==> config.mk <==
export PLATFORM = sky130hd
export DESIGN_NAME = ex_mem_stage
export DESIGN_NICKNAME = d
export VERILOG_FILES = /design/src/rtl/ex_mem_stage.sv
export SDC_FILE = /design/constraint.sdc
export NUM_CORES = 1
export LEC_CHECK = 0
export ABC_CLOCK_PERIOD_IN_PS = 1500
export CAP_MARGIN = 20
export CORE_AREA = 2 2 138 140
export DETAILED_ROUTE_END_ITERATION = 7
export DIE_AREA = 0 0 140 142
export PLACE_DENSITY_LB_ADDON = 0.3
export REMOVE_ABC_BUFFERS = 1
export SYNTH_ARGS = -nofsm -noshare
export SYNTH_HDL_FRONTEND = slang
export SYNTH_SLANG_ARGS = --single-unit
==> constraint.sdc <==
create_clock -name clk -period 1.5 [get_ports clk]
set_input_delay 0.3 -clock clk [delete_from_list [all_inputs] [get_ports clk]]
set_output_delay 0.3 -clock clk [all_outputs]
set_load 0.01 [all_outputs]
==> src/rtl/ex_mem_stage.sv <==
// EX->MEM pipeline register with flush-to-bubble, forwarding compare and a
// request/acknowledge wait-state FSM that holds memory accesses until acknowledged.
module ex_mem_stage #(
    parameter int DATA_W   = 32,
    parameter int RADDR_W  = 5,
    parameter int NUM_RD   = 2,
    parameter int HOLD_LVL = 3
) (
    input  logic                      clk,
    input  logic                      rst,
    input  logic [2:0]                hold_flag_i,
    input  logic                      flush_i,
    input  logic                      ex_valid_i,
    input  logic [DATA_W-1:0]         reg_wdata_i,
    input  logic                      reg_we_i,
    input  logic [RADDR_W-1:0]        reg_waddr_i,
    input  logic                      mem_req_i,
    input  logic                      mem_we_i,
    input  logic [DATA_W-1:0]         mem_addr_i,
    input  logic [DATA_W-1:0]         mem_wdata_i,
    input  logic                      jump_flag_i,
    input  logic [DATA_W-1:0]         jump_addr_i,
    input  logic [NUM_RD*RADDR_W-1:0] id_raddr_i,
    input  logic                      mem_ack_i,
    input  logic [DATA_W-1:0]         mem_rdata_i,
    output logic                      valid_o,
    output logic [DATA_W-1:0]         reg_wdata_o,
    output logic                      reg_we_o,
    output logic [RADDR_W-1:0]        reg_waddr_o,
    output logic                      jump_flag_o,
    output logic [DATA_W-1:0]         jump_addr_o,
    output logic                      mem_req_o,
    output logic                      mem_we_o,
    output logic [DATA_W-1:0]         mem_addr_o,
    output logic [DATA_W-1:0]         mem_wdata_o,
    output logic [NUM_RD-1:0]         fwd_flag_o,
    output logic [DATA_W-1:0]         fwd_data_o,
    output logic                      hold_req_o
);

    localparam logic [0:0] ST_IDLE     = 1'b0;
    localparam logic [0:0] ST_MEM_WAIT = 1'b1;

    logic [0:0]         state_p1;
    logic               valid_p1;
    logic               reg_we_p1;
    logic               jump_flag_p1;
    logic               mem_we_p1;
    logic [DATA_W-1:0]  reg_wdata_p1;
    logic [DATA_W-1:0]  jump_addr_p1;
    logic [DATA_W-1:0]  mem_addr_p1;
    logic [DATA_W-1:0]  mem_wdata_p1;
    logic [RADDR_W-1:0] reg_waddr_p1;

    logic mem_wait;
    logic freeze;
    logic load_pending;

    assign mem_wait     = (state_p1 == ST_MEM_WAIT);
    assign freeze       = (hold_flag_i >= 3'(HOLD_LVL)) || mem_wait;
    assign load_pending = mem_wait && !mem_we_p1;

    // EX -> MEM boundary: capture, bubble, or freeze (ack may still land load data)
    always_ff @(posedge clk) begin
        if (!rst) begin
            state_p1     <= ST_IDLE;
            valid_p1     <= 1'b0;
            reg_we_p1    <= 1'b0;
            jump_flag_p1 <= 1'b0;
            mem_we_p1    <= 1'b0;
            reg_wdata_p1 <= '0;
            jump_addr_p1 <= '0;
            mem_addr_p1  <= '0;
            mem_wdata_p1 <= '0;
            reg_waddr_p1 <= '0;
        end else if (freeze) begin
            if (mem_wait && mem_ack_i) begin
                state_p1 <= ST_IDLE;
                if (!mem_we_p1) begin
                    reg_wdata_p1 <= mem_rdata_i;
                end
            end
        end else if (flush_i) begin
            state_p1     <= ST_IDLE;
            valid_p1     <= 1'b0;
            reg_we_p1    <= 1'b0;
            jump_flag_p1 <= 1'b0;
            mem_we_p1    <= 1'b0;
            reg_wdata_p1 <= '0;
            jump_addr_p1 <= '0;
            mem_addr_p1  <= '0;
            mem_wdata_p1 <= '0;
            reg_waddr_p1 <= '0;
        end else begin
            state_p1     <= (ex_valid_i && mem_req_i) ? ST_MEM_WAIT : ST_IDLE;
            valid_p1     <= ex_valid_i;
            reg_we_p1    <= ex_valid_i && reg_we_i;
            jump_flag_p1 <= ex_valid_i && jump_flag_i;
            mem_we_p1    <= mem_we_i;
            reg_wdata_p1 <= reg_wdata_i;
            jump_addr_p1 <= jump_addr_i;
            mem_addr_p1  <= mem_addr_i;
            mem_wdata_p1 <= mem_wdata_i;
            reg_waddr_p1 <= reg_waddr_i;
        end
    end

    // Forwarding from registered state; x0 and a load still in flight never forward
    always_comb begin
        fwd_flag_o = '0;
        for (int k = 0; k < NUM_RD; k++) begin
            fwd_flag_o[k] = valid_p1 && reg_we_p1 && (reg_waddr_p1 != '0) &&
                            (reg_waddr_p1 == id_raddr_i[k*RADDR_W +: RADDR_W]) &&
                            !load_pending;
        end
    end

    assign valid_o     = valid_p1;
    assign reg_wdata_o = reg_wdata_p1;
    assign reg_we_o    = reg_we_p1;
    assign reg_waddr_o = reg_waddr_p1;
    assign jump_flag_o = jump_flag_p1;
    assign jump_addr_o = jump_addr_p1;
    assign mem_req_o   = mem_wait;
    assign mem_we_o    = mem_we_p1;
    assign mem_addr_o  = mem_addr_p1;
    assign mem_wdata_o = mem_wdata_p1;
    assign fwd_data_o  = reg_wdata_p1;
    assign hold_req_o  = mem_wait;

endmodule

==> flow_metrics.tcl <==
set metrics [dict create \
    violations "design-rule violations, negative setup slack" \
    n_antenna_cell 0 \
    yosysTopAreaCellShare_pct 43.9 \
    finalCritPeriodShare_pct 125 \
    hold_depth 3 \
    crit_path_start_kind "register" \
    drive_above_1_share_pct 10.1 \
    reg2reg_depth 8 \
    yosys.area_share.adder_pct 0 \
    critical-path-top-delay-family "simple AND/OR/NAND/NOR gates" \
    dpl_worst_slack_ns -0.599 \
    clock_latency_ns 0.42 \
    ys_seq_area_share_pct 43.9 \
    min_period_ns 1.88 \
    fin_nets 1263 \
    synth_flop_cell "dfxtp_1" \
    ir_worst_vdd_uv 759 \
    synth_seq_cells 138 \
    syn_to_final_growth_pct 74.7 \
    ant_nets 0 \
    fin_ws_ns -0.378 \
    reg2reg_from "hold_req_o$_SDFFE_PN0P_" \
    drv_slew 0 \
    gp_congestion 0.815 \
    holdBufCountCts 0 \
    drt-pass1-iter-count 8 \
    crit_buf_inv 1 \
    ys_types 25 \
    antenna_found_initial 0 \
    synth_edf_count 0 \
    crit_fanout 2 \
    rsz0062_at_grt "yes" \
    grt_pass1_wl_um 34400 \
    drc 25 \
    hp-class "primary input to register" \
    status "complete, but fails checks" \
    cts_tree "yes" \
    die_y_um 142 \
    async_flop_share_pct 0 \
    cap_viol_max_count 0 \
    cts_root_buffer "clkbuf_16" \
    drt_wl_total_um 23500 \
    clock_tree.buffer_depth 2 \
    initial_utilization_pct 34.1 \
    cts.sinks 138 \
    vias_per_cell 4.91 \
    ys_warn_count 0 \
    port_buffers 359 \
    std_cell_rows 50 \
    setup_viol 2 \
    endpoint_kind "output pin" \
    ys_top_cells_by_area "dfxtp_1 (44%), nand3b_1 (12%), a21boi_1 (11%)" \
    yosys.area_share.simple_pct 25.0 \
    hp-start "rst" \
    design_area_um2 11000 \
    p_leak_nw 4.73 \
    vias 6497 \
    synthesis.area_um2 6290 \
    die_w_um 140 \
    crit_start "reg_waddr_o[1]$_SDFFE_PN0N_" \
    grt_overflow 0 \
    powerDensity_nw_per_um2 955 \
    placed_cell_area_um2 10100 \
    worst_pin_slew_ns 0.373 \
    finalHoldViolations 0 \
    synth_top_family_by_area "simple AND/OR/NAND/NOR gates" \
    cp_num_cells 4 \
    clk_pin_slew_ns 0.06 \
    numCtsBuffers 17 \
    htreeDepth 4 \
    avgSynthCellArea_um2 8.52 \
    criticalPathCategory "register to output pin" \
    max_freq_mhz 532 \
    synth-compound-area-share_pct 20.7 \
    slew_headroom_pct 75.1 \
    fin_skew_ns 0.00716 \
    dpl.hpwl_um 15700 \
    drt_iter0_markers 379 \
    synth-xor-area-share_pct 1.39 \
    die-area_um2 19900 \
    track_usage_pct 22.0 \
    synth_top_area_cell "dfxtp_1" \
    pin_count 360 \
    grt_max_degree 67 \
    syn_inst 738 \
    wire_per_inst_um 17.7 \
    cp_data_required_time_ns 1.20 \
    grt_pass1_vias 6089 \
    slowest_stage "or4_4" \
    core-area_um2 18500 \
    synthMuxAreaShare_pct 0 \
    cp_slowest_stage_delay_ns 0.54 \
    crit_path_cell_trace "or4_4, nor2_4, nor4_1, buf_2" \
    cp.arrival_ns 1.58 \
]
## per-stage QoR
step | util [%] | TNS [ns] | power [W] | instances | hold WS (ns)
2_1_floorplan | - | -460.89 | 0.00462 | 639 | 0.428
3_3_place_gp | 54.8 | -40.47 | 0.00596 | 1272 | 0.435
3_5_place_dp | 54.8 | -41.85 | 0.00597 | 1272 | 0.441
4_1_cts | 57.2 | -0.815 | 0.0104 | 1304 | 0.348
5_1_grt | 59.5 | -1.61 | 0.0109 | 1323 | 0.357
6_report | 59.5 | -0.739 | 0.0105 | 1323 | 0.368
## cells in the mapped netlist, types with 3 or more instances
master	n
nand2_1	138
nand3b_1	103
o21ai_0	32
nand3_1	3
buf_4	47
dfxtp_1	138
nor2b_1	34
a21oi_1	64
buf_2	11
clkbuf_1	40
xnor2_1	8
a21boi_0	9
a21boi_1	96
## repair_timing
item,CTS,global route
endpoints found under the setup margin,173,39
gates resized for setup,188,36
buffers inserted,0,5
gates cloned,0,14
pin swaps,2,128
## layer usage
layer / up-vias / GRT usage [%] / wire (um)
li1: 3159 / - / -
met1: 3030 / 27.1 / 9760
met2: 267 / 35.3 / 11100
met3: 41 / 6.86 / 1880
met4: 0 / 9.99 / 757
met5: - / 0 / 0
## final timing paths
kind	end	slack (ns)
min	mem_wdata_o[14]$_SDFFE_PN0N_	0.37
min reg2reg	mem_addr_o[15]$_SDFFE_PN0N_	0.44
max	fwd_flag_o[1]	-0.38
max reg2reg	fwd_data_o[19]$_SDFFE_PN0P_	0.01
## cells in the final DEF, fill, tap and decap left out, drive strengths merged
master / n
clkdlybuf4s50: 183
dlygate4sd2: 163
nand2: 138
dfxtp: 138
a21boi: 105
nand3b: 103
a21oi: 64
buf: 51
nor2b: 34
o21ai: 32
clkbuf: 32
xnor2: 8
inv: 7
clkdlybuf4s15: 5
bufinv: 4
clkinv: 4
nand3: 3
xor2: 2
nand4: 2
nor4: 2
a211o: 2
or4: 1
nor2: 1
nand2b: 1
a211oi: 1
and3b: 1
a32oi: 1
dlymetal6s2s: 1
## worst reg2reg max path, stage by stage (launching register included)
cell and delay (ns):
dfxtp_2 0.32, buf_6 0.13, a211oi_4 0.24, buf_12 0.17, buf_16 0.15, buf_12 0.12, clkbuf_16 0.13, a21oi_1 0.04
a21oi_1 0.12
## state kept, by name (all words and copies together), names as in the netlist
name,flops
fwd_data_o,32
jump_addr_o,32
mem_addr_o,32
mem_wdata_o,32
reg_waddr_o,5
hold_req_o,1
jump_flag_o,1
mem_we_o,1
reg_we_o,1
valid_o,1
## power by group
group	leakage [nW]	switching (W)	internal (W)
registers	1.13	0.000104	0.00384
logic	3.28	0.000824	0.00115
clock network	0.314	0.00175	0.00283
total	4.73	0.00268	0.00782
## kinds of logic after synthesis
kind of cell	after synthesis
AOI/OAI and AO/OA	204
buffers and inverters	100
xor gates and xnor gates	10
and+or+nand+nor	286
DFF	138
## area by class of cell
class	count	area, um^2
fillers	1668	7470
repair buffers	417	4270
multi-input cells	501	3010
flip-flops and latches	138	2770
clock buffers	18	429
well taps	234	293
clock inverters	14	209
inverters	1	3.75
Power figures use the tool's default switching activity.
